File: config.mk
export PLATFORM = sky130hd
export DESIGN_NAME = fetch_stage
export DESIGN_NICKNAME = d
export VERILOG_FILES = /design/src/rtl/cpu_pkg.sv /design/src/rtl/fetch_fifo.sv /design/src/rtl/fetch_stage.sv
export SDC_FILE = /design/constraint.sdc
export NUM_CORES = 1
export LEC_CHECK = 0
export BUFFER_PORTS_ARGS = -buffer_cell sky130_fd_sc_hd__buf_2
export CORE_MARGIN = 2
export CORE_UTILIZATION = 25
export CTS_BUF_LIST = sky130_fd_sc_hd__clkbuf_8
export DETAILED_ROUTE_END_ITERATION = 8
export GPL_ROUTABILITY_DRIVEN = 0
export HOLD_SLACK_MARGIN = 0.02
export PLACE_DENSITY_LB_ADDON = 0.05
export SYNTH_ARGS = -nofsm -noshare
export SYNTH_HDL_FRONTEND = slang
export SYNTH_HIERARCHICAL = 1
export SYNTH_SLANG_ARGS = --single-unit
File: constraint.sdc
create_clock -name clk -period 6.3 [get_ports clk]
set_input_delay 0.315 -clock clk [delete_from_list [all_inputs] [get_ports clk]]
set_output_delay 0.315 -clock clk [all_outputs]
set_load 0.05 [all_outputs]
File: src/rtl/cpu_pkg.sv
// Shared types and constants for the pipelined CPU front end.
package cpu_pkg;

    localparam int unsigned XLEN = 32;
    localparam logic [XLEN-1:0] INST_NOP = 32'h0000_0013;
    localparam logic [XLEN-1:0] RESET_PC_DEFAULT = 32'h0000_0000;

    typedef struct packed {
        logic [XLEN-1:0] inst;
        logic [XLEN-1:0] pc;
    } fetch_entry_t;

endpackage

File: src/rtl/fetch_fifo.sv
// Instruction buffer between IMEM responses and decode: {inst, pc} entries,
// flush beats push, push and pop are safe together at any occupancy.
module fetch_fifo
    import cpu_pkg::*;
#(
    parameter int unsigned DEPTH = 2
) (
    input  logic                     clk,
    input  logic                     rst,
    input  logic                     flush,
    input  logic                     push,
    input  fetch_entry_t             din,
    input  logic                     pop,
    output logic [$clog2(DEPTH):0]   count,
    output logic                     empty,
    output fetch_entry_t             head
);

    localparam int unsigned PW = $clog2(DEPTH);

    fetch_entry_t mem [DEPTH];
    fetch_entry_t last_q;
    logic [PW:0]  wr_ptr;
    logic [PW:0]  rd_ptr;
    logic         full;
    logic         do_pop;
    logic         do_push;

    assign empty   = (wr_ptr == rd_ptr);
    assign full    = (wr_ptr[PW] != rd_ptr[PW]) && (wr_ptr[PW-1:0] == rd_ptr[PW-1:0]);
    assign count   = wr_ptr - rd_ptr;
    assign do_pop  = pop && !empty;
    assign do_push = push && (!full || do_pop);

    // When empty, the head shows the most recently written entry rather than a stale slot.
    assign head = empty ? last_q : mem[rd_ptr[PW-1:0]];

    always_ff @(posedge clk) begin
        if (rst) begin
            wr_ptr <= '0;
            rd_ptr <= '0;
            last_q <= '0;
        end else if (flush) begin
            rd_ptr <= wr_ptr;
        end else begin
            if (do_push) begin
                wr_ptr <= wr_ptr + 1'b1;
                last_q <= din;
            end
            if (do_pop) begin
                rd_ptr <= rd_ptr + 1'b1;
            end
        end
    end

    always_ff @(posedge clk) begin
        if (!rst && !flush && do_push) begin
            mem[wr_ptr[PW-1:0]] <= din;
        end
    end

endmodule

File: src/rtl/fetch_stage.sv
// Fetch front end: owns the PC, issues credit-limited IMEM requests, buffers
// responses for decode, handles redirects and halts on misaligned fetch.
module fetch_stage
    import cpu_pkg::*;
#(
    parameter logic [31:0] RESET_PC   = RESET_PC_DEFAULT,
    parameter int unsigned FIFO_DEPTH = 2
) (
    input  logic        clk,
    input  logic        rst,
    output logic        imem_req,
    output logic [31:0] imem_addr,
    input  logic [31:0] imem_rdata,
    input  logic        redirect_valid,
    input  logic [31:0] redirect_pc,
    output logic        id_valid,
    input  logic        id_ready,
    output logic [31:0] id_inst,
    output logic [31:0] id_pc,
    output logic        halt_fetch
);

    localparam int unsigned CW = $clog2(FIFO_DEPTH) + 2;

    logic [XLEN-1:0]             pc_q;
    logic                        inflight;
    logic [XLEN-1:0]             inflight_pc;
    logic [$clog2(FIFO_DEPTH):0] count;
    logic                        empty;
    fetch_entry_t                head;
    fetch_entry_t                resp;
    logic                        pop;
    logic                        push;
    logic                        redirect_eff;
    logic [CW-1:0]               occupancy;
    logic                        credit;

    assign pop          = id_valid && id_ready;
    assign push         = inflight && !redirect_valid;
    assign redirect_eff = redirect_valid && !halt_fetch;

    // Slots already claimed (buffered + in flight) minus the one leaving this cycle.
    assign occupancy = CW'(count) + CW'(inflight) - CW'(pop);
    assign credit    = occupancy < CW'(FIFO_DEPTH);

    assign imem_req  = !rst && !halt_fetch && !redirect_valid && (pc_q[1:0] == 2'b00) && credit;
    assign imem_addr = pc_q;

    assign resp.inst = imem_rdata;
    assign resp.pc   = inflight_pc;

    assign id_valid = !empty;
    assign id_inst  = head.inst;
    assign id_pc    = head.pc;

    always_ff @(posedge clk) begin
        if (rst) begin
            pc_q        <= RESET_PC;
            inflight    <= 1'b0;
            inflight_pc <= '0;
            halt_fetch  <= 1'b0;
        end else begin
            inflight <= imem_req;
            if (redirect_eff) begin
                pc_q <= redirect_pc;
            end else if (imem_req) begin
                pc_q        <= pc_q + 32'd4;
                inflight_pc <= pc_q;
            end
            if (!halt_fetch && (pc_q[1:0] != 2'b00) && !redirect_valid) begin
                halt_fetch <= 1'b1;
            end
        end
    end

    fetch_fifo #(
        .DEPTH(FIFO_DEPTH)
    ) u_fifo (
        .clk   (clk),
        .rst   (rst),
        .flush (redirect_eff),
        .push  (push),
        .din   (resp),
        .pop   (pop),
        .count (count),
        .empty (empty),
        .head  (head)
    );

endmodule

==> impl_metrics.tcl, run 1 <==
set metrics [dict create \
    drc_errors 0 \
    core-area_um2 44000 \
    final_common_cell "sky130_fd_sc_hd__nand2_1" \
    tritoncts.num_buffers 51 \
    timing.final.setup_violations 0 \
    power.ir.vdd_worst_mv 0.0961 \
    grt_util_met3_pct 2.89 \
    cts_buffer_depth 3 \
    drt-pass1-iter-count 4 \
    slew_viols_final 0 \
    critPathMaxStageDelay_ns 0.64 \
    grt.total_usage_pct 15.3 \
    clock_sink_count 263 \
    intPower_mw 2.83 \
    timing.critical_path.required_ns 5.98 \
    synth_seq_cells 263 \
    p_per_area_nw_per_um2 281 \
    synth_cell_type_count 47 \
    cts_setup_buffers 0 \
    synthesis.area_per_instance_um2 10.5 \
    seqPwrFrac_pct 47.3 \
    initialDrtViolationCount 435 \
    num_vias 8611 \
    min-delay-path-class "input pin to flop" \
    clk_transition_reported_paths_ns 0.06 \
    comb_power_share_pct 12.1 \
    crit_fanout 26 \
    chipWidth_um 215 \
    io_pins 167 \
    fin_crit_ns 5.10 \
    io_buffer_count 166 \
    grt_antenna_before_repair 0 \
    cts_htree_levels 2 \
    mappedNetlistNets 1127 \
    ys_seq_area_share_pct 59.0 \
    slew-limit-headroom_pct 27.9 \
    post_drt_via_cell_ratio 4.51 \
    nature_of_the_critical_path_startpoint "flop" \
    antenna_cells 0 \
    cts_hold_repair.buffers 65 \
    final_nets 1349 \
    layout_common_cells "sky130_fd_sc_hd__nand2_1, sky130_fd_sc_hd__buf_2, sky130_fd_sc_hd__dfxtp_1" \
    maximum_clock_skew_at_final_layout_ns 0.0273 \
    post-route-util_pct 32.1 \
    synthFlopType "sky130_fd_sc_hd__dfxtp_1" \
    grt.busiest_layer "met2" \
    number_of_flops_mapped_to_enable_cells_by_yosys 128 \
    clock_network_latency_to_the_later_pin_of_the_worst_skew_pair_ns 0.61 \
    fp-row-count 77 \
    yosysWarningCount 6 \
    first_global_vias 8940 \
    crit_arrival_ns 4.78 \
    dieArea_um2 46100 \
    synth_cells 1055 \
    fin_hold_ws_ns 0.371 \
    tritoncts_clock_tree "done" \
    critical_path_cell_by_cell "inv_1 > ha_4 > and2_2 > nor2b_1 > ha_1 > nand2b_1 > fa_1 > or4b_1 > or4_2 > inv_2 > buf_2" \
    grt_setup_unrepaired "false" \
    final_layout_size_suffix_gt1_share_pct 19.3 \
    power.share.switching_pct 28.9 \
    routed_wire_length_per_instance_um 18.4 \
    dp.cells 1751 \
    maximum_number_of_pins_on_one_net_before_global_route_repair 97 \
    routed_wirelength_um 35200 \
    total_leakage_power_nw 5.07 \
    half_perimeter_wire_length_of_the_detailed_placement_result_um 19900 \
    grt_first_pass_wirelength_um 54200 \
    timing.reg2reg.setup_slack_ns 1.62 \
    ctsResizeCount 0 \
    worst_setup_slack_before_clock_tree_synthesis_ns 1.60 \
    critical_path.endpoint_type "primary output" \
    final_critical_path_setup_slack_ns 1.20 \
    stdcell_count 1910 \
    result_of_the_run "completed" \
    met2_usage_pct 24.3 \
    netlist_area_um2 11100 \
    clockPowerShare_pct 40.6 \
    cts_root_buf "sky130_fd_sc_hd__clkbuf_8" \
    finalHoldViolations 0 \
    drv_cap 0 \
    class_of_the_most_critical_setup_path "flop to primary output" \
    route.antenna.remaining_nets 0 \
    crit_path_top_delay_cell "sky130_fd_sc_hd__or4_2" \
    chipHeight_um 215 \
    layout_worst_path_cycle_share_pct 80.9 \
    initial_utilization_pct 25.2 \
    least_margin_pin_slew_ns 1.08 \
    overflow 0 \
    power_switching_mw 1.15 \
    syn2layout_area_growth_pct 27.3 \
    fin_tns_setup_ns 0 \
    clock.fmax_mhz 196 \
    grt_util_met1_pct 20.8 \
    ys_async_sr_fraction_pct 0 \
]
[through the flow]
stage / power, mW / cell area (µm²)
floorplan: 2.21 / 11100
global placement: 2.37 / 12500
detailed placement: 2.37 / 12500
CTS: 4.07 / 14100
global route: 4.17 / 14100
finish: 3.97 / 14100
[layout make-up]
| type | instances | area (µm²) |
|---|---|---|
| inverter | 11 | 43.8 |
| multi-input combinational | 703 | 4190 |
| tap | 592 | 741 |
| sequential | 263 | 6550 |
| clock inverter | 33 | 125 |
| timing repair buffer | 247 | 1630 |
| fill | 4663 | 29900 |
| clock buffer | 61 | 840 |
[final timing paths]
kind                            end  cells after the start              start
hold / removal     u_fifo/rd_ptr[1]                      5           id_ready
setup reg to reg       imem_addr[5]                     13   u_fifo/wr_ptr[0]
setup / recovery           imem_req                     11   u_fifo/wr_ptr[0]
hold reg to reg   u_fifo/last_q[44]                      2  u_fifo/last_q[44]
[Yosys cell counts (6+ instances only)]
| library cell | n | area, µm² |
|---|---|---|
| sky130_fd_sc_hd__nor2_1 | 25 | 93.8 |
| sky130_fd_sc_hd__nand4_1 | 14 | 87.6 |
| sky130_fd_sc_hd__nand2_1 | 218 | 818 |
| sky130_fd_sc_hd__buf_2 | 15 | 75.1 |
| sky130_fd_sc_hd__mux2i_1 | 128 | 1280 |
| sky130_fd_sc_hd__o211ai_1 | 10 | 75.1 |
| sky130_fd_sc_hd__a31oi_1 | 8 | 50.1 |
| sky130_fd_sc_hd__a21oi_1 | 50 | 250 |
| sky130_fd_sc_hd__buf_6 | 7 | 78.8 |
| sky130_fd_sc_hd__clkbuf_1 | 53 | 199 |
| sky130_fd_sc_hd__dfxtp_1 | 135 | 2700 |
| sky130_fd_sc_hd__nand3_1 | 83 | 415 |
| sky130_fd_sc_hd__edfxtp_1 | 128 | 3840 |
| sky130_fd_sc_hd__nor3_1 | 7 | 35.0 |
| sky130_fd_sc_hd__o21ai_0 | 20 | 100 |
| sky130_fd_sc_hd__o21ai_1 | 64 | 320 |
| sky130_fd_sc_hd__nor4_1 | 6 | 37.5 |
| sky130_fd_sc_hd__inv_1 | 8 | 30.0 |
| sky130_fd_sc_hd__xor2_1 | 7 | 61.3 |
[power by group through the flow]
stage | Combinational, mW | Sequential [mW] | Clock (mW)
final | 0.481 | 1.88 | 1.61
after detailed placement | 0.459 | 1.91 | 0
after floorplan | 0.267 | 1.95 | 0
after global placement | 0.458 | 1.92 | 0
after CTS | 0.491 | 1.88 | 1.70
after global routing | 0.520 | 1.88 | 1.77
[registers in the layout, summed over array words and instances (netlist names), named ones only]
name	flops
halt_fetch	1
u_fifo/last_q	64
u_fifo/mem	128
inflight	1
imem_addr	32
inflight_pc	32
u_fifo/rd_ptr	2
u_fifo/wr_ptr	2
[kinds of logic (layout without fill, tap and decap cells)]
family          after synthesis  count (layout)  synth area share, %
simple gates                387             387                 15.6
xor+xnor                      9               9                0.778
buf+inv                      89             352                 3.66
flops                       263             263                 59.0
mux                         129             129                 11.7
fa+ha+maj                     4               4                0.519
compound gates              174             174                 8.75
[worst max-delay path, delay by kind of cell, from the launching register on]
family	cells	cell delay [ns]
flops	1	0.44
fa+ha+maj	3	1.06
buf+inv	3	0.91
simple gates	5	1.74
[routing by layer]
layer / share of wire, % / vias up
li1: - / 4238
met1: 49 / 4118
met2: 45 / 204
met3: 4.4 / 51
met4: 2.0 / 0
met5: 0 / -
Note: power is estimated with default switching activity, not from simulation.
==> run 2: changes to the inputs <==
clock period = 4.45 ns   (was 6.3 ns; I/O delays follow)
==> impl_metrics.tcl, run 2 (synthesis gave the netlist of run 1 again) <==
set metrics [dict create \
    final_common_cell "sky130_fd_sc_hd__nand2_1" \
    post-route-cell-area_um2 14200 \
    clock_sink_count 263 \
    crit_path_top_delay_cell "sky130_fd_sc_hd__or4_4" \
    rr_startpoint "u_fifo/wr_ptr[0]" \
    grt_setup_unrepaired "false" \
    num_vias 8602 \
    route.antenna.remaining_nets 0 \
    least_margin_pin_slew_ns 1.04 \
    worstHoldStart "rst" \
    power_switching_mw 1.62 \
    tritoncts_clock_tree "done" \
    tritoncts.num_buffers 51 \
    io_pins 167 \
    core-area_um2 44000 \
    final_nets 1359 \
    clockPowerShare_pct 39.9 \
    routed_wirelength_um 34800 \
    intPower_mw 3.95 \
    seqPwrFrac_pct 47.7 \
    p_per_area_nw_per_um2 393 \
    critical-path-top-delay-family "simple AND/OR/NAND/NOR gates" \
    total_leakage_power_nw 5.10 \
    cp.buffers_inverters 3 \
    clock.fmax_mhz 241 \
    maximum_clock_skew_at_final_layout_ns 0.0309 \
    cts_buffer_depth 3 \
    fin_crit_ns 4.15 \
    syn2layout_area_growth_pct 27.6 \
    initial_utilization_pct 25.2 \
    first_global_vias 8786 \
    dieArea_um2 46100 \
    io_buffer_count 166 \
    comb_power_share_pct 12.4 \
    layout_worst_path_cycle_share_pct 93.3 \
    chipWidth_um 215 \
    finalHoldViolations 0 \
    met2_usage_pct 23.7 \
    grt.total_usage_pct 15.1 \
    drv_cap 0 \
    cts_root_buf "sky130_fd_sc_hd__clkbuf_8" \
    area_after_detailed_placement_um2 12600 \
    class_of_the_most_critical_setup_path "flop to primary output" \
    slew_viols_final 0 \
    cts_setup_buffers 0 \
    cts_htree_levels 2 \
    clock_network_latency_to_the_later_pin_of_the_worst_skew_pair_ns 0.62 \
    clk_transition_reported_paths_ns 0.06 \
    timing.final.setup_violations 0 \
    routed_wire_length_per_instance_um 18.1 \
    grt_util_met3_pct 3.62 \
    slew-limit-headroom_pct 30.6 \
    nature_of_the_critical_path_startpoint "flop" \
    final_layout_size_suffix_gt1_share_pct 19.9 \
    largest_register_ff_count 128 \
    maximum_number_of_pins_on_one_net_before_global_route_repair 89 \
    grt_util_met1_pct 20.8 \
    post_drt_via_cell_ratio 4.48 \
    min-delay-path-class "input pin to flop" \
    grt_antenna_before_repair 1 \
    half_perimeter_wire_length_of_the_detailed_placement_result_um 20300 \
    crit_arrival_ns 3.93 \
    layout_common_cells "sky130_fd_sc_hd__nand2_1, sky130_fd_sc_hd__buf_2, sky130_fd_sc_hd__dfxtp_1" \
    antenna_cells 0 \
    grt.busiest_layer "met2" \
    timing.critical_path.required_ns 4.23 \
    fp-row-count 77 \
    result_of_the_run "completed" \
    grt_first_pass_wirelength_um 53900 \
    overflow 0 \
    critical_path.endpoint_type "primary output" \
    startpoint "u_fifo/wr_ptr[0]" \
    chipHeight_um 215 \
    post-route-util_pct 32.1 \
    power.ir.vdd_worst_mv 0.151 \
    critPathMaxStageDelay_ns 0.56 \
    power.share.switching_pct 29.0 \
    crit_fanout 17 \
    critical_path_cell_by_cell "inv_1 > ha_4 > and2_2 > nor2b_1 > ha_1 > nand2b_1 > fa_1 > or4b_1 > or4_4 > inv_8 > buf_4" \
    drc_errors 0 \
    drt-pass1-iter-count 4 \
    initialDrtViolationCount 332 \
]
## run 2: cell types whose count changed in the layout (fill, tap and decap cells not counted), moves of 3 or more
cell and change:
sky130_fd_sc_hd__clkbuf_8 -7, sky130_fd_sc_hd__clkinv_2 +3, sky130_fd_sc_hd__buf_4 +12, sky130_fd_sc_hd__clkinv_1 +3
## run 2: worst paths after layout
| kind | to | slack (ns) | depth (start not counted) |
|---|---|---|---|
| worst max-delay path | imem_req | 0.30 | 11 |
| worst min-delay path | u_fifo/last_q[17] | 0.18 | 4 |
| worst max register to register | imem_addr[23] | 0.50 | 12 |
| worst min register to register | u_fifo/last_q[10] | 0.45 | 2 |
## run 2: metal layers
| metal | vias to the layer above | wire [µm] |
|---|---|---|
| met5 | - | 0 |
| met4 | 0 | 724 |
| met3 | 49 | 1630 |
| met2 | 194 | 15400 |
| met1 | 4099 | 17100 |
| li1 | 4260 | - |
## run 2: repair_timing
item | 4_1_cts | 5_1_grt
endpoints found under the hold margin | 129 | 0
hold buffers | 65 | 0
setup endpoints to repair | 1 | 1
resized for setup | 5 | 1
## run 2: per-stage QoR
step | setup slack [ns] | power, mW | setup TNS (ns) | hold WS [ns] | std cells
after global routing | 0.0860 | 5.86 | 0 | 0.206 | 1920
after detailed placement | 0.297 | 3.36 | 0 | 0.430 | 1761
final | 0.300 | 5.57 | 0 | 0.175 | 1920
after CTS | 0.00867 | 5.71 | 0 | 0.127 | 1920
after floorplan | -0.801 | 3.13 | -102.58 | 0.321 | 1055
after global placement | 0.356 | 3.36 | 0 | 0.434 | 1761
## run 2: worst reg2reg max path, cell delays in order (launching register included)
cell and delay (ns):
sky130_fd_sc_hd__dfxtp_1 0.31, sky130_fd_sc_hd__inv_1 0.15, sky130_fd_sc_hd__ha_4 0.24, sky130_fd_sc_hd__and2_2 0.17
sky130_fd_sc_hd__nor2b_1 0.17, sky130_fd_sc_hd__ha_1 0.25, sky130_fd_sc_hd__nand2b_1 0.15, sky130_fd_sc_hd__fa_1 0.50
sky130_fd_sc_hd__or4b_1 0.47, sky130_fd_sc_hd__or4_4 0.56, sky130_fd_sc_hd__buf_4 0.28, sky130_fd_sc_hd__or4_1 0.56
sky130_fd_sc_hd__nand3_1 0.09
## run 2: power by group through the flow
stage / Combinational, mW / Clock, mW / Sequential (mW)
after CTS: 0.703 / 2.35 / 2.66
final: 0.690 / 2.22 / 2.66
after floorplan: 0.377 / 0 / 2.76
after global routing: 0.747 / 2.44 / 2.67
after detailed placement: 0.655 / 0 / 2.71
after global placement: 0.654 / 0 / 2.71
## run 2: area by class of cell
type	instances	area, µm²
clock inverter	40	185
clock buffer	54	743
fill	4651	29900
sequential	263	6550
inverter	11	51.3
timing repair buffer	257	1690
multi-input combinational	703	4190
tap	592	741
